===== config.mk =====
export PLATFORM = sky130hd
export DESIGN_NAME = truth_table_extractor
export DESIGN_NICKNAME = d
export VERILOG_FILES = /design/src/rtl/tte_pkg.sv /design/src/rtl/tte_settle_timer.sv /design/src/rtl/truth_table_extractor.sv
export SDC_FILE = /design/constraint.sdc
export NUM_CORES = 1
export LEC_CHECK = 0
export CORE_MARGIN = 5
export CORE_UTILIZATION = 38
export CTS_CLUSTER_SIZE = 16
export DETAILED_ROUTE_END_ITERATION = 12
export GPL_TIMING_DRIVEN = 0
export PLACE_DENSITY = 0.63
export RECOVER_POWER = 100
export SYNTH_ARGS = -nofsm -noshare
export SYNTH_HDL_FRONTEND = slang
export SYNTH_SLANG_ARGS = --single-unit
export TNS_END_PERCENT = 20

===== constraint.sdc =====
create_clock -name clk -period 3.4 [get_ports clk]
set_clock_uncertainty 0.05 [all_clocks]
set_input_delay 0.68 -clock clk [delete_from_list [all_inputs] [get_ports clk]]
set_output_delay 0.68 -clock clk [all_outputs]
set_load 0.02 [all_outputs]

===== src/rtl/tte_pkg.sv =====
// Shared types and constants for the truth-table extractor.
// Holds the FSM state encoding, mask geometry and the n_vars clamp helpers.
package tte_pkg;

  typedef enum logic [1:0] {
    IDLE   = 2'd0,
    DRIVE  = 2'd1,
    SAMPLE = 2'd2,
    FINISH = 2'd3
  } state_t;

  localparam int MAX_VARS   = 4;
  localparam int MASK_W     = 16;
  localparam int N_VARS_MIN = 2;
  localparam int N_VARS_MAX = MAX_VARS;

  function automatic logic [2:0] clamp_n_vars(input logic [2:0] n);
    if (int'(n) < N_VARS_MIN) return 3'(N_VARS_MIN);
    if (int'(n) > N_VARS_MAX) return 3'(N_VARS_MAX);
    return n;
  endfunction

  // Highest vector index of a sweep over n variables: 2^n - 1.
  function automatic logic [3:0] last_index(input logic [2:0] n);
    return 4'((32'd1 << n) - 32'd1);
  endfunction

endpackage


===== src/rtl/tte_settle_timer.sv =====
// Settle down-counter: load arms SETTLE-1, count decrements, expire flags zero.
// Expire is combinational from the count, so a load of 0 expires on the very next cycle.
module tte_settle_timer #(
  parameter int SETTLE = 1
) (
  input  logic clk,
  input  logic rst,
  input  logic load,
  input  logic count,
  output logic expire
);

  logic [3:0] cnt_q;

  always_ff @(posedge clk or posedge rst) begin
    if (rst) begin
      cnt_q <= 4'd0;
    end else if (load) begin
      cnt_q <= 4'(SETTLE - 1);
    end else if (count && cnt_q != 4'd0) begin
      cnt_q <= cnt_q - 4'd1;
    end
  end

  assign expire = (cnt_q == 4'd0);

endmodule


===== src/rtl/truth_table_extractor.sv =====
// Sweeps all 2^n input vectors, captures f_sop into minterm_mask; done pulses in cycle 1+2^n*(SETTLE+1).
// start is ignored while busy or finishing; TTE_POS_CHECK_EN adds SOP/POS mismatch detection.
module truth_table_extractor
  import tte_pkg::*;
#(
  parameter int SETTLE = 1
) (
  input  logic              clk,
  input  logic              rst,
  input  logic              start,
  input  logic [2:0]        n_vars,
  output logic [3:0]        vec,
  input  logic              f_sop,
  input  logic              f_pos,
  output logic              busy,
  output logic              done,
  output logic [MASK_W-1:0] minterm_mask,
  output logic              mismatch,
  output logic [3:0]        mismatch_idx
);

  state_t state_q, state_d;

  logic [2:0]        n_q;
  logic [3:0]        index_q;
  logic [MASK_W-1:0] mask_q;

  logic timer_load, timer_count, timer_expire;
  logic accept, sample, at_last;

  assign at_last = (index_q == last_index(n_q));

  tte_settle_timer #(.SETTLE(SETTLE)) u_settle (
    .clk    (clk),
    .rst    (rst),
    .load   (timer_load),
    .count  (timer_count),
    .expire (timer_expire)
  );

  always_ff @(posedge clk or posedge rst) begin
    if (rst) state_q <= IDLE;
    else     state_q <= state_d;
  end

  always_comb begin
    state_d     = state_q;
    busy        = 1'b0;
    done        = 1'b0;
    timer_load  = 1'b0;
    timer_count = 1'b0;
    accept      = 1'b0;
    sample      = 1'b0;
    case (state_q)
      IDLE: begin
        if (start) begin
          accept     = 1'b1;
          timer_load = 1'b1;
          state_d    = DRIVE;
        end
      end
      DRIVE: begin
        busy = 1'b1;
        if (timer_expire) state_d = SAMPLE;
        else              timer_count = 1'b1;
      end
      SAMPLE: begin
        busy   = 1'b1;
        sample = 1'b1;
        if (at_last) begin
          state_d = FINISH;
        end else begin
          timer_load = 1'b1;
          state_d    = DRIVE;
        end
      end
      FINISH: begin
        done    = 1'b1;
        state_d = IDLE;
      end
      default: state_d = IDLE;
    endcase
  end

  // Index saturates at the last vector so it can never wrap back to 0.
  always_ff @(posedge clk or posedge rst) begin
    if (rst) begin
      n_q     <= 3'(N_VARS_MIN);
      index_q <= 4'd0;
      mask_q  <= '0;
    end else if (accept) begin
      n_q     <= clamp_n_vars(n_vars);
      index_q <= 4'd0;
      mask_q  <= '0;
    end else if (sample) begin
      mask_q[index_q] <= f_sop;
      if (!at_last) index_q <= index_q + 4'd1;
    end
  end

  assign vec          = busy ? index_q : 4'd0;
  assign minterm_mask = mask_q;

`ifdef TTE_POS_CHECK_EN
  logic       mm_q;
  logic [3:0] mm_idx_q;

  always_ff @(posedge clk or posedge rst) begin
    if (rst) begin
      mm_q     <= 1'b0;
      mm_idx_q <= 4'd0;
    end else if (accept) begin
      mm_q     <= 1'b0;
      mm_idx_q <= 4'd0;
    end else if (sample && (f_sop != f_pos) && !mm_q) begin
      mm_q     <= 1'b1;
      mm_idx_q <= index_q;
    end
  end

  assign mismatch     = mm_q;
  assign mismatch_idx = mm_idx_q;
`else
  logic unused_f_pos;
  assign unused_f_pos = f_pos;
  assign mismatch     = 1'b0;
  assign mismatch_idx = 4'd0;
`endif

endmodule


# Word level (Yosys, flattened, before mapping)
# Cells that the tools add are included.
dict set report word_totals {
  register_bits 29
  in_bits 8
  out_inout_bits 27
  word_cells 63
}
dict set report classes {
  n_addsub 3
  magnitude_cmp 4
  eq_ne 7
  shifts 1
  muxes 33
  n_reduce_logical 10
}
# cell n
set op_table {}
lappend op_table {{16-bit two-way mux} 2}
lappend op_table {{4-bit two-way mux} 6}
lappend op_table {{16-bit bitwise mux} 1}
lappend op_table {{1-bit two-way mux} 14}
lappend op_table {{3-bit two-way mux} 4}
lappend op_table {{2-bit one-hot mux with 4 select lines} 1}
lappend op_table {{4-bit by 1-bit subtractor with 4-bit output, second input constant} 2}
lappend op_table {{2-bit two-way mux} 3}
lappend op_table {{2-bit inequality test, second input constant} 3}
lappend op_table {{4-bit by 5-bit < comparator with 1-bit output, second input constant} 1}
lappend op_table {{4-bit by 1-bit adder with 4-bit output, second input constant} 1}
lappend op_table {{1-bit demux with 4-bit select} 1}
lappend op_table {{2-bit equality test, second input constant} 2}
lappend op_table {{4-bit equality test} 1}
lappend op_table {{4-bit by 1-bit greater-or-equal comparator with 1-bit output, second input constant} 1}
lappend op_table {{4-bit logical NOT} 1}
lappend op_table {{2-bit AND reduction} 2}
lappend op_table {{2-bit nonzero test} 2}
lappend op_table {{4-bit nonzero test} 1}
lappend op_table {{1-bit by 3-bit << shifter with 4-bit output, first input constant} 1}
lappend op_table {{3-bit > comparator, second input constant} 1}
lappend op_table {{3-bit by 2-bit < comparator with 1-bit output, second input constant} 1}
lappend op_table {{2-bit by 1-bit equality test with 1-bit output, second input constant} 1}
lappend op_table {{1-bit logical AND} 2}
lappend op_table {{3 further kinds} 3}

# Logic depth before layout (Yosys ltp)
# Gate-level depths: netlist of run 1.
dict set report depth {
  word_depth 7
  mapped_depth 8
  ltp_nobuf 7
}

# Modules after synthesis
# From an unflattened synthesis of run 1, not the netlist that was laid out.
dict set report unflattened {
  cells_unflattened 186
  hier_area_um2 1749.2
}
# module instances cells_per_inst area_each_um2 seq_area_each_um2
set by_module_without_submodules {}
lappend by_module_without_submodules {truth_table_extractor 1 162 1507.7 626.9}
lappend by_module_without_submodules {tte_settle_timer 1 24 241.5 100.1}

# Worst setup path before layout of run 1
# Ideal clock, no wire load.
dict set report synth_path {
  path_type {register to register}
  startpoint {register n_q[2]}
  endpoint {register index_q[1]}
  setup_time_ns 0.079
  arrival_ns 2.021
  required_ns 3.271
  slack_ns 1.249
  path_stages_with_launch 8
  path_buffers 1
  period_less_slack_ns 2.151
  path_cell_list {dfrtp_1 > buf_2 > or3_1 > ha_1 > xor2_4 > mux2_4 > o22ai_4 > mux2i_1}
}
dict set report synth_between {
  elab_chain_len 5
}
# item line_no
set synth_rtl {}
lappend synth_rtl {{from (decl)} truth_table_extractor.sv:24} ;# logic [2:0] n_q;
lappend synth_rtl {{from (signal assigned)} truth_table_extractor.sv:88} ;# n_q <= 3'(N_VARS_MIN);
lappend synth_rtl {{from (signal assigned)} truth_table_extractor.sv:92} ;# n_q <= clamp_n_vars(n_vars);
lappend synth_rtl {{1-bit by 3-bit << shifter with 4-bit output} tte_pkg.sv:25} ;# return 4'((32'd1 << n) - 32'd1);
lappend synth_rtl {{4-bit by 1-bit subtractor with 4-bit output} tte_pkg.sv:25}
lappend synth_rtl {{4-bit equality test} truth_table_extractor.sv:31} ;# assign at_last = (index_q == last_index(n_q));
lappend synth_rtl {{2-bit inequality test (no source line)} n/a}
lappend synth_rtl {{2-bit AND reduction (no source line)} n/a}
lappend synth_rtl {{to (signal assigned)} truth_table_extractor.sv:97} ;# if (!at_last) index_q <= index_q + 4'd1;
lappend synth_rtl {{to (decl)} truth_table_extractor.sv:25} ;# logic [3:0] index_q;
# Every way passes these cells.
# A chain may end at the register's enable or synchronous reset.

# Final worst setup path of run 1
# Ends and elaborated chain as after synthesis.

==> results of run 1 <==
state kept, by name, indices dropped and copies added, names as in the netlist:
signal          flops
minterm_mask       16
index_q             4
n_q                 3
u_settle.cnt_q      4
state_q             2
per-stage QoR:
stage          std cells  hold slack, ps  instance area (um2)  power [mW]  utilization [%]
3_3_place_gp         277             457                 2170        1.58             46.7
4_1_cts              285             484                 2310        2.02             49.5
3_5_place_dp         277             464                 2170        1.58             46.7
5_1_grt              285             506                 2260        2.07             48.6
2_1_floorplan        195             450                 1830        1.28                -
6_report             285             471                 2260        1.91             48.6
per-layer routing:
metal  share of wire [%]  vias up  track usage, %
li1                    -      721               -
met5                   0        -               0
met1                  46      666            17.4
met3                 3.9        9            3.97
met2                  48       27            23.7
met4                 2.3        0            5.84
cell type report:
cell class                      count  share of cell area, %
Sequential cell                    29                   32.1
Buffer                             15                   3.65
Inverter                            8                   1.33
Timing Repair Buffer               28                   12.4
Clock inverter                      3                   2.87
Clock buffer                        5                   3.04
Tap cell                           54                   2.99
Multi-Input combinational cell    143                   41.6
how the worst max path moves through the flow:
stage | from | endpoint | depth (start not counted)
4_1_cts | state_q[1] | vec[2] | 4
2_1_floorplan | n_q[2] | index_q[1] | 7
3_3_place_gp | start | u_settle.cnt_q[2] | 5
6_report | n_q[2] | index_q[1] | 7
3_5_place_dp | start | u_settle.cnt_q[2] | 5
5_1_grt | n_q[2] | index_q[1] | 7
power groups by stage:
stage | Sequential [mW] | Clock (mW) | Combinational (mW)
finish | 0.529 | 0.433 | 0.947
detailed placement | 0.535 | 0 | 1.04
global placement | 0.535 | 0 | 1.04
floorplan | 0.548 | 0 | 0.728
CTS | 0.532 | 0.441 | 1.05
global route | 0.546 | 0.465 | 1.06
synth_stat cells (2+ instances only):
master    count
buf_4         5
nor3b_1       3
a21oi_1       6
ha_1         11
clkbuf_1      8
nand4_1       4
nor4_1        2
dfrtp_1      28
nor3_1        9
inv_1         8
mux2i_1      19
nand3_1       9
and2_1        5
xnor2_1       3
nand2_1      16
nor2_1       20
o21ai_0       8
nor2b_1       3
worst max-delay path, stage by stage, from the launching register on:
cell	delay, ps
dfrtp_1	350
clkbuf_1	190
or3_1	410
ha_1	210
xor2_1	360
mux2_1	440
o22ai_1	430
mux2i_1	250
kinds of logic (layout without fill, tap and decap cells):
family,count (synthesis),after routing,share of synthesized area [%]
muxes,20,20,11.3
buffers and inverters,23,59,6.28
xor gates and xnor gates,5,5,3.45
AOI/OAI and AO/OA,21,21,7.67
other,1,5,0.207
and+or+nand+nor,81,81,23.3
DFF,29,29,40.1
adders and majority gates,11,11,7.60
==> out/metrics.yaml, run 1 <==
cp_data_arrival_time_ps: 2930
p_seq_share_pct: 27.7
timing.rr.start: "n_q[2]"
hold-path-endpoint: "minterm_mask[12]"
fmax_mhz: 360
path_max_fanout: 9
async_flop_share_pct: 100
pwr-share-comb_pct: 49.6
setup_tns_ps: 0
grt.overflow.total: 0
ys_seq_area_share_pct: 40.1
r2r_cells: 7
power_frac_clock_pct: 22.7
leakage_nw: 1.16
cts_buffer_depth: 2
reg2reg_setup_slack_ps: 620
hold_buffers: 0
swShare_pct: 42.0
clk_pin_slew_ps: 70
track_usage_pct: 14.3
yosys-top-cells-area: "dfrtp_1, mux2i_1, ha_1"
ios: 35
slew_headroom_pct: 25.1
ys_ff_latch: 29
fillers: 449
gp_routability_congestion: 0.778
grt_max_degree: 30
slew_violations: 0
place_ws_ps: 887
yosysTopAreaCell: "dfrtp_1"
synth_area_per_cell_um2: 9.49
internal_power_mw: 1.11
antennaDiodeCount: 0
regArea_um2: 727
cts_tree: "done"
syn-instance-count: 191
maxCapViolations: 0
mappedNetlistArea_um2: 1810
clk_latency_ps: 280
holdPathStages: 2
setup_viol: 0
period_needed_ps: 2780
layout_common_cells: "dfrtp_1, dlygate4sd3_1, nor2_1"
p_per_area_nw_per_um2: 843
ys_warn_count: 0
period_share_pct: 81.6
portBuffers: 28
coreArea_um2: 4660
synth_ff_type: "dfrtp_1"
antenna_found_initial: 0
multiInputGateArea_um2: 942
holdCritStartpoint: "minterm_mask[12]"
cp-end-kind: "register"
status: "complete, no violations"
r2r_end: "index_q[1]"
worst_slew_pin_slew_ps: 1120
wirelength_um: 3920
cts-buffers-inserted: 5
grt_first_pass_wirelength_um: 6890
die_x_um: 79.1
start_util_pct: 38.9
dp_hpwl_um: 2800
grt_pass1_vias: 1436
wl_per_cell_um: 13.7
hold_path.class: "register to register"
drtIter0Drc: 79
antenna_left: 0
power_switching_mw: 0.802
drive_above_1_share_pct: 8.23
cts-root-buf: "clkbuf_8"
synth.top_cell.area_share_pct: 38.7
areaGrowthSynthToFinish_pct: 24.9
postCtsSetupRepairBufs: 0
nets: 249
via_per_inst: 4.99
setup_ws_ps: 625
cp.required_ps: 3560
cts_resized: 0
mostFrequentLayoutCell: "dfrtp_1"
htreeDepth: 2
yosysUniqueCellTypes: 42
die_area_um2: 6250
crit_path_start_kind: "register"
path_class: "register to register"
peakVddDrop_mv: 0.500
die_h_um: 79.1
finalHoldViolations: 0
drt_first_pass_iters: 4
clock-sinks: 29
drc: 0
grt_setup_unrepaired: "no"
vias: 1423
rows: 25
synth_edf_count: 0
Power figures use the tool's default switching activity.
==> inputs of run 2 (changes only) <==
--- a/config.mk
+++ b/config.mk
@@ -10,7 +10,7 @@
 export CTS_CLUSTER_SIZE = 16
 export DETAILED_ROUTE_END_ITERATION = 12
 export GPL_TIMING_DRIVEN = 0
-export PLACE_DENSITY = 0.63
+export PLACE_DENSITY = 0.65
 export RECOVER_POWER = 100
 export SYNTH_ARGS = -nofsm -noshare
 export SYNTH_HDL_FRONTEND = slang
==> constraint.sdc (replaced) <==
create_clock -name clk -period 2.3 [get_ports clk]
set_clock_uncertainty 0.05 [all_clocks]
set_input_delay 0.46 -clock clk [delete_from_list [all_inputs] [get_ports clk]]
set_output_delay 0.46 -clock clk [all_outputs]
set_load 0.02 [all_outputs]
==> out/metrics.yaml, run 2 (synthesis gave the netlist of run 1 again) <==
cts-root-buf: "clkbuf_8"
period_share_pct: 94.4
place_ws_ps: 9.19
antennaDiodeCount: 0
status: "complete, no violations"
path_max_fanout: 5
clk_latency_ps: 280
clock-sinks: 29
reg2reg_setup_slack_ps: 130
maxCapViolations: 0
slew_violations: 0
areaGrowthSynthToFinish_pct: 26.8
leakage_nw: 1.17
worst_slew_pin_slew_ps: 1120
rows: 25
start_util_pct: 38.9
via_per_inst: 5.00
grt.overflow.total: 0
vias: 1439
largest_reg_flops: 16
cts-buffers-inserted: 5
peakVddDrop_mv: 0.550
cp_cell_sequence: "inv_1 > ha_1 > and2_1 > dlygate4sd2_1"
ios: 35
wirelength_um: 3820
period_needed_ps: 2170
die_area_um2: 6250
drtIter0Drc: 48
placed_cells: 277
grt_max_degree: 30
antenna_found_initial: 0
p_per_area_nw_per_um2: 1220
finalPower_mw: 2.80
setup_tns_ps: 0
dp_hpwl_um: 2850
max_stage_delay_ps: 430
cp_data_arrival_time_ps: 1660
drt_first_pass_iters: 4
coreArea_um2: 4660
nets: 252
fillers: 443
cts_tree: "done"
htreeDepth: 2
hold_slack_ps: 466
track_usage_pct: 13.3
die_h_um: 79.1
grt_first_pass_wirelength_um: 6560
fmax_mhz: 461
grt_pass1_vias: 1425
grt_setup_unrepaired: "no"
mostFrequentLayoutCell: "dfrtp_1"
cp-end-kind: "primary output"
slew_headroom_pct: 25.2
drc: 0
stdcell_count: 288
crit_path_start_kind: "register"
crit_slowest_cell: "dfrtp_1"
setup_ws_ps: 130
cp.required_ps: 1790
wl_per_cell_um: 13.3
antenna_left: 0
clk_pin_slew_ps: 70
portBuffers: 28
drive_above_1_share_pct: 12.8
die_x_um: 79.1
gp_routability_congestion: 0.783
path_class: "register to primary output"
finalHoldViolations: 0
layout_common_cells: "dfrtp_1, nor2_1, mux2i_1"
setup_viol: 0
hold_path.class: "register to register"
cts_buffer_depth: 2
[run 2: final cells by class]
cell class                 instances  area (um2)  share of cell area, %
clock inverter                     1        5.00                  0.218
inverter                           8        30.0                   1.31
multi-input combinational        143         987                   43.0
timing repair buffer              32         304                   13.2
buffer                            14        78.8                   3.43
sequential                        29         728                   31.7
clock buffer                       7        96.3                   4.19
tap                               54        67.6                   2.94
[run 2: metrics by stage]
stage	utilization (%)	instance area, um2
2_1_floorplan	-	1830
3_3_place_gp	46.7	2170
3_5_place_dp	46.7	2170
4_1_cts	48.7	2270
5_1_grt	49.3	2300
6_report	49.3	2300
[run 2: what timing repair did]
action / CTS / global route
gates resized for setup: 5 / 3
pin swaps: 1 / 3
setup buffers: 0 / 4
endpoints found under the hold margin: 0 / 0
hold buffers: 0 / 0
setup endpoints to repair: 6 / 5
[run 2: critical path: cells and delay by family (launching register included)]
family        cells  cell delay, ps
flops             1             430
buf+inv           2             420
simple gates      1             180
fa+ha+maj         1             360
[run 2: metal layers]
layer  up-vias  global-route usage, %  share of wire (%)
li1        731                      -                  -
met1       668                   17.4                 45
met2        31                   21.1                 49
met3         9                   2.27                3.6
met4         0                   6.87                2.7
met5         -                      0                  0
[run 2: power breakdown]
group | switching [mW] | internal, mW
Combinational | 0.898 | 0.648
Sequential | 0.135 | 0.652
Clock | 0.195 | 0.270
[run 2: final timing paths]
path,startpoint,to,cells past startpoint
max,state_q[1],vec[3],4
min,minterm_mask[11],minterm_mask[11],2
max reg2reg,n_q[2],index_q[1],6
min reg2reg,minterm_mask[11],minterm_mask[11],2
max in group asynchronous,rst,n_q[2],2
min in group asynchronous,rst,index_q[1],2
==> inputs of run 3 (changes only) <==
--- a/config.mk
+++ b/config.mk
@@ -12,6 +12,7 @@
 export GPL_TIMING_DRIVEN = 0
 export PLACE_DENSITY = 0.65
 export RECOVER_POWER = 100
+export SETUP_SLACK_MARGIN = 0.5
 export SYNTH_ARGS = -nofsm -noshare
 export SYNTH_HDL_FRONTEND = slang
 export SYNTH_SLANG_ARGS = --single-unit
==> out/metrics.yaml, run 3 (synthesis gave the netlist of run 1 again) <==
clock-sinks: 29
ios: 35
wirelength_um: 3970
antenna_found_initial: 0
grt.overflow.total: 0
mostFrequentLayoutCell: "dfrtp_1"
die_area_um2: 6250
start_util_pct: 38.9
die_x_um: 79.1
dp_hpwl_um: 2890
period_share_pct: 93.3
fmax_mhz: 466
timing.rr.start: "n_q[2]"
drc: 0
cp.required_ps: 2400
cts_buffer_depth: 2
path_class: "register to register"
reg2reg_setup_slack_ps: 150
htreeDepth: 2
crit_path_start_kind: "register"
setup_tns_ps: 0
vias: 1464
largest_reg_flops: 16
peakVddDrop_mv: 0.543
hold_path.class: "register to register"
dpl_cell_area_um2: 2200
antenna_left: 0
rows: 25
clk_pin_slew_ps: 60
cp_data_arrival_time_ps: 2240
grt_max_degree: 30
drtIter0Drc: 48
maxCapViolations: 0
cts-root-buf: "clkbuf_8"
die_h_um: 79.1
leakage_nw: 1.20
setup_viol: 0
grt_setup_unrepaired: "yes"
gp_routability_congestion: 0.751
slew_violations: 0
crit_start: "n_q[2]"
worst_slew_pin_slew_ps: 1080
holdCritStartpoint: "minterm_mask[10]"
design_area_um2: 2390
coreArea_um2: 4660
grt_first_pass_wirelength_um: 6660
layout_common_cells: "dfrtp_1, nor2_1, mux2i_1"
via_per_inst: 4.96
fillers: 442
antennaDiodeCount: 0
track_usage_pct: 13.7
drive_above_1_share_pct: 20.3
path_max_fanout: 5
finalPower_mw: 3.01
p_per_area_nw_per_um2: 1260
status: "complete, no violations"
cp-end-kind: "register"
period_needed_ps: 2150
cts-buffers-inserted: 5
hold_slack_ps: 469
portBuffers: 28
nets: 259
areaGrowthSynthToFinish_pct: 32.1
slew_headroom_pct: 28.1
drt_first_pass_iters: 4
wl_per_cell_um: 13.5
clk_latency_ps: 280
grt_pass1_vias: 1427
cts_tree: "done"
finalHoldViolations: 0
-- run 3: cell type report --
type                       count  area, um2  share of cell area [%]
sequential                    29        727                    30.4
buffer                        15        101                    4.23
inverter                       8       30.0                    1.25
clock buffer                   6       72.6                    3.03
multi-input combinational    143       1040                    43.6
timing repair buffer          38        340                    14.2
tap                           54       67.6                    2.82
clock inverter                 2       10.0                   0.418
-- run 3: layer usage --
metal | up-vias | share of wire, % | track usage, %
li1 | 742 | - | -
met1 | 678 | 45 | 16.3
met2 | 33 | 49 | 23.2
met3 | 11 | 4.0 | 3.51
met4 | 0 | 2.3 | 5.84
met5 | - | 0 | 0
-- run 3: path summary, 6_finish.rpt --
kind	endpoint	depth (start not counted)
worst max-delay path	u_settle.cnt_q[0]	8
worst min-delay path	minterm_mask[10]	2
worst max register to register	u_settle.cnt_q[0]	8
worst min register to register	minterm_mask[10]	2
max in group asynchronous	state_q[1]	2
min in group asynchronous	minterm_mask[11]	2
-- run 3: metrics by stage --
step	setup WS [ps]	util, %	cells
after floorplan	244	-	195
after global placement	55.8	47.2	277
after detailed placement	84.5	47.2	277
after CTS	193	50.8	293
after global routing	70.1	51.4	295
final	154	51.4	295
-- run 3: timing repair --
| action | in CTS | in global routing |
|---|---|---|
| resized for setup | 31 | 15 |
| buffers inserted | 8 | 2 |
| endpoints found under the setup margin | 33 | 40 |
| cloned | 0 | 0 |
| hold buffers | 0 | 0 |
| pin swaps | 5 | 4 |
-- run 3: report_power, final --
| part | total (mW) | switching [mW] | internal [mW] |
|---|---|---|---|
| clock | 0.398 | 0.190 | 0.209 |
| combinational | 1.84 | 1.01 | 0.824 |
| sequential | 0.780 | 0.130 | 0.650 |
-- run 3: worst max-delay path, stage by stage (launching register included) --
cell	delay [ps]
dfrtp_1	370
buf_6	120
or3_4	370
ha_4	250
xnor2_1	280
nor2_2	150
o22ai_4	240
buf_4	160
nor3_2	30
==> variant 1 (settings of run 3) <==
Put one more register stage on the output `minterm_mask`, cleared by the reset. The value now appears one clock later. The other outputs are not delayed to match. Comments in the files are not updated.
--- a/src/rtl/truth_table_extractor.sv
+++ b/src/rtl/truth_table_extractor.sv
@@ -100,5 +100,11 @@
 
   assign vec          = busy ? index_q : 4'd0;
-  assign minterm_mask = mask_q;
+  always_ff @(posedge clk or posedge rst) begin
+    if (rst) begin
+      minterm_mask <= '0;
+    end else begin
+      minterm_mask <= mask_q;
+    end
+  end
 
 `ifdef TTE_POS_CHECK_EN
Check against the original RTL: not equivalent (a bounded check fails within 4 cycles, from zero or initial values and one cycle with rst high).
==> variant 1 against run 3 <==
Worst setup slack better by 26 ps. Via count up 2.9%. Power up 8.2%. Sequential power up 41%. Wire length up 3.4%. Sequential cell count up 16. Area after synthesis up 18%. Final area up 15%. First-iteration DRC count up 71%. Largest cell class is now registers.
==> variant 1: results (changes against run 3) <==
| Metric | Value |
|---|---|
| Met3 Track Usage GR | 3.20% (was 3.51%) |
| Hold_sp | mask_q[13] (was minterm_mask[10]) |
| Status | complete, no violations (unchanged) |
| Drt first-iter violations | 82 (was 48) |
| Post-synthesis sequential area ratio | 52.9% (was 40.1%) |
| Synth area leaders | dfrtp_1, mux2i_1, ha_1 (unchanged) |
| Placer Congestion | 0.762 (was 0.751) |
| Largest net degree at the start of global routing | 26 (was 30) |
| FF-to-FF path depth | 7 (was 8) |
| Netlist cell types | 38 (was 42) |
| Filler cell count in the final layout | 509 (was 442) |
| M1 WL | 1930 microns (was 1770 microns) |
| Gr usage total | 12.3% (was 13.7%) |
| Met2 Use GR | 20.1% (was 23.2%) |
| Routed WL per cell | 12.7 microns (was 13.5 microns) |
| CP startpoint | state_q[0] (was n_q[2]) |
| Placement Setup Slack | 26.9 ps (was 84.5 ps) |
| Vias in the first global route | 1,582 (was 1,427) |
| Peak supply drop | 0.451 mV (was 0.543 mV) |
| Nets | 268 (was 259) |
| Clock latency on the worst-skew pair | 300 ps (was 280 ps) |
| Slew headroom | 44.2% (was 28.1%) |
| Worst R2R End | u_settle.cnt_q[3] (was u_settle.cnt_q[0]) |
| Drt via density | 4.68 (was 4.96) |
| First-pass GRT wire length | 7310 microns (was 6660 microns) |
| F_max | 472 MHz (was 466 MHz) |
| Reg clk slew, reported paths | 90 ps (was 60 ps) |
| Met1 usage | 16.4% (was 16.3%) |
| Worst Path Arrival | 1610 ps (was 2240 ps) |
| Metal3 WL | 177 microns (was 158 microns) |
| Met2 WL | 1980 microns (was 1940 microns) |
| HPWL after DPL | 2920 microns (was 2890 microns) |
| Layout cell share with drive strength beyond 1 | 15.2% (was 20.3%) |
| Flop-to-flop setup slack | 250 ps (was 150 ps) |
## variant 1: logic make-up (layout without fill, tap and decap cells)
kind of cell    after synthesis  count (layout)  synth area share [%]
buf+inv                      21              67                  4.58
other cells                   1               5                 0.176
simple gates                 82              82                  19.6
compound gates               13              13                  3.99
mux                          20              20                  9.45
fa+ha+maj                    11              11                  6.46
xor+xnor                      7               7                  2.88
flops                        45              45                  52.9
## variant 1: how the worst min path moves through the flow
| stage | depth (start not counted) | endpoint |
|---|---|---|
| detailed placement | 0 | minterm_mask[1] |
| global route | 0 | minterm_mask[7] |
| global placement | 0 | minterm_mask[4] |
| finish | 0 | minterm_mask[13] |
| CTS | 0 | minterm_mask[7] |
| floorplan | 0 | minterm_mask[0] |
## variant 1: report_power, final
group	switching (W)	leakage [nW]	internal, W
Sequential	0.000132	0.609	0.000968
Combinational	0.000861	0.758	0.000702
Clock	0.000274	0.0543	0.000325
Total	0.00127	1.42	0.00200
## variant 1: worst max-delay path: stages, from the launching register on
cell and delay [ps]:
dfrtp_1 360, inv_1 80, ha_1 340, and2_2 200, clkdlybuf4s25_1 340
## variant 1: stage by stage
stage	instance area, sq um	setup TNS, ps	cells	hold WS (ps)
2_1_floorplan	2150	0	204	303
3_3_place_gp	2520	-7160	304	315
3_5_place_dp	2540	0	305	318
4_1_cts	2790	0	322	339
5_1_grt	2760	0	322	346
6_report	2760	0	322	334
## variant 1: layout make-up
type | count | area share, %
plain buffers | 13 | 2.81
clock buffers | 5 | 2.49
clock inverters | 3 | 1.68
inverters | 8 | 1.09
multi-input cells | 138 | 34.7
flip-flops and latches | 45 | 40.9
well taps | 72 | 3.26
repair buffers | 38 | 13.1
## variant 1: what timing repair did
item                                    in CTS  in global routing
setup buffers                                9                  0
endpoints found under the setup margin      31                 35
gates resized for setup                     22                 14
pin swaps                                    2                  3
==> variant 2 (settings of run 3) <==
Made on the original files. The option `TTE_POS_CHECK_EN` is turned on by a define.
--- a/src/rtl/truth_table_extractor.sv
+++ b/src/rtl/truth_table_extractor.sv
@@ -1,4 +1,6 @@
 // Sweeps all 2^n input vectors, captures f_sop into minterm_mask; done pulses in cycle 1+2^n*(SETTLE+1).
 // start is ignored while busy or finishing; TTE_POS_CHECK_EN adds SOP/POS mismatch detection.
+`define TTE_POS_CHECK_EN
+
 module truth_table_extractor
   import tte_pkg::*;
Check against the original RTL: not equivalent (a bounded check fails within 4 cycles, from zero or initial values and one cycle with rst high).
==> variant 2 against run 3 <==
First-iteration DRC count fell by 33%. Global-route usage rose by 1.2 points. Area after synthesis rose by 4.8%. Non-clock buffer count did not move. Utilization rose by 1.7 points. Die area rose by 4.2%. Sequential share of layout area rose by 3.3 points. Final area rose by 6.0%. Via count rose by 7.0%. Power rose by 6.1%. Wire length rose by 14%. Sequential cell count rose by 5. Worst setup slack got worse by 26 ps. Critical path type unchanged.
==> variant 2: results (changes against run 3) <==
| Metric | Value |
|---|---|
| Status | complete, no violations (unchanged) |
| CTS Root Cell | clkbuf_8 (unchanged) |
| Drt first-iter violations | 32 (was 48) |
| Layout cell share with drive strength beyond 1 | 14.9% (was 20.3%) |
| Placer Congestion | 0.791 (was 0.751) |
| Kind of start point of the critical path | register (unchanged) |
| Slew headroom | 13.4% (was 28.1%) |
| Worst Path Arrival | 2280 ps (was 2240 ps) |
| Synth area leaders | dfrtp_1, mux2i_1, ha_1 (unchanged) |
| Vias in the first global route | 1,619 (was 1,427) |
| Netlist cell types | 39 (was 42) |
| Initial antenna violation count | 0 (unchanged) |
| Pleak | 1.31 nW (was 1.20 nW) |
| Port Buffers | 33 (was 28) |
| Gr usage total | 14.9% (was 13.7%) |
| Reg clk slew, reported paths | 70 ps |
| Post-synth top cells | nor2_1, dfrtp_1, mux2i_1, nand3_1, nand2_1 (was dfrtp_1, nor2_1, mux2i_1, nand2_1, ha_1) |
| Async SR Flop Fraction | 100% (unchanged) |
| H-tree levels | 2 (unchanged) |
| HPWL after DPL | 3070 microns (was 2890 microns) |
| Nets | 266 (was 259) |
| Diode count | 0 (unchanged) |
| Hold_sp | mismatch_idx[0] (was minterm_mask[10]) |
| Peak supply drop | 0.484 mV (was 0.543 mV) |
| Filler cell count in the final layout | 447 (was 442) |
| Largest net degree at the start of global routing | 35 (was 30) |
| First-pass GRT wire length | 7520 microns (was 6660 microns) |
| Max reg flops | 16 (unchanged) |
| Drt drc | 0 (unchanged) |
| TritonCTS Buffers | 5 (unchanged) |
| First-pass iteration count of the detailed router | 4 (unchanged) |
| Type of the tightest min-delay check | register to register (unchanged) |
| FF-to-FF Start | n_q[2] (unchanged) |
| Routed WL per cell | 14.3 microns (was 13.5 microns) |
| Drt via density | 4.97 (was 4.96) |
| Post-synthesis sequential area ratio | 44.9% (was 40.1%) |
| Post-DP Area | 0.00234 sq mm (was 0.00220 sq mm) |
| P_sw | 0.00139 W (was 0.00133 W) |
[variant 2: layout make-up]
type / instances / area share, %
clock inverters: 1 / 0.197
plain buffers: 11 / 2.27
clock buffers: 7 / 3.40
inverters: 8 / 1.18
flip-flops and latches: 34 / 33.6
well taps: 67 / 3.30
multi-input cells: 145 / 40.2
repair buffers: 42 / 15.8
[variant 2: cells by family (layout without fill, tap and decap cells)]
family	count (synthesis)	count (layout)	synth area share (%)
AO/OA/AOI/OAI	25	25	9.35
XOR/XNOR	7	7	3.62
adder cells (fa/ha/maj)	11	11	7.25
buffers and inverters	19	69	4.35
flip-flops	34	34	44.9
multiplexers	18	18	9.49
AND/OR/NAND/NOR	84	84	21.1
[variant 2: power by group through the flow]
stage,Combinational [W],Sequential [W],Clock [W]
2_1_floorplan,0.00103,0.000985,0
3_3_place_gp,0.00161,0.000920,0
3_5_place_dp,0.00163,0.000924,0
4_1_cts,0.00181,0.000883,0.000472
5_1_grt,0.00203,0.000899,0.000499
6_report,0.00186,0.000877,0.000463
[variant 2: metal layers]
metal | vias up | share of wire, % | GRT usage [%]
met5 | - | 0 | 0
li1 | 769 | - | -
met4 | 0 | 0.66 | 3.04
met3 | 2 | 3.0 | 3.48
met1 | 770 | 46 | 18.4
met2 | 26 | 50 | 26.4
[variant 2: worst paths after layout]
kind | endpoint | slack [ps] | cells after the start
max | index_q[3] | 130 | 7
min | mismatch_idx[0] | 460 | 2
max reg2reg | index_q[3] | 130 | 7
min reg2reg | mismatch_idx[0] | 460 | 2
max in group asynchronous | n_q[2] | 420 | 2
min in group asynchronous | mismatch_idx[1] | 920 | 2
[variant 2: worst max-delay path: stages, from the launching register on]
cell	delay [ps]
dfrtp_2	400
or3_1	390
ha_4	250
xnor2_4	130
a311o_2	360
a22oi_4	230
or3_1	150
a21oi_1	60
[variant 2: stage by stage]
| step | utilization [%] | worst slack (ps) | cells |
|---|---|---|---|
| after floorplan | - | 212 | 198 |
| after global placement | 48.9 | 55.5 | 298 |
| after detailed placement | 48.9 | 45.1 | 298 |
| after CTS | 52.5 | 128 | 314 |
| after global routing | 53.0 | 57.6 | 315 |
| final | 53.0 | 128 | 315 |
[variant 2: repair_timing]
| action | CTS | global route |
|---|---|---|
| setup buffers | 8 | 1 |
| setup endpoints to repair | 37 | 49 |
| hold buffers | 0 | 0 |
| resized for setup | 28 | 12 |
| pin swaps | 4 | 5 |
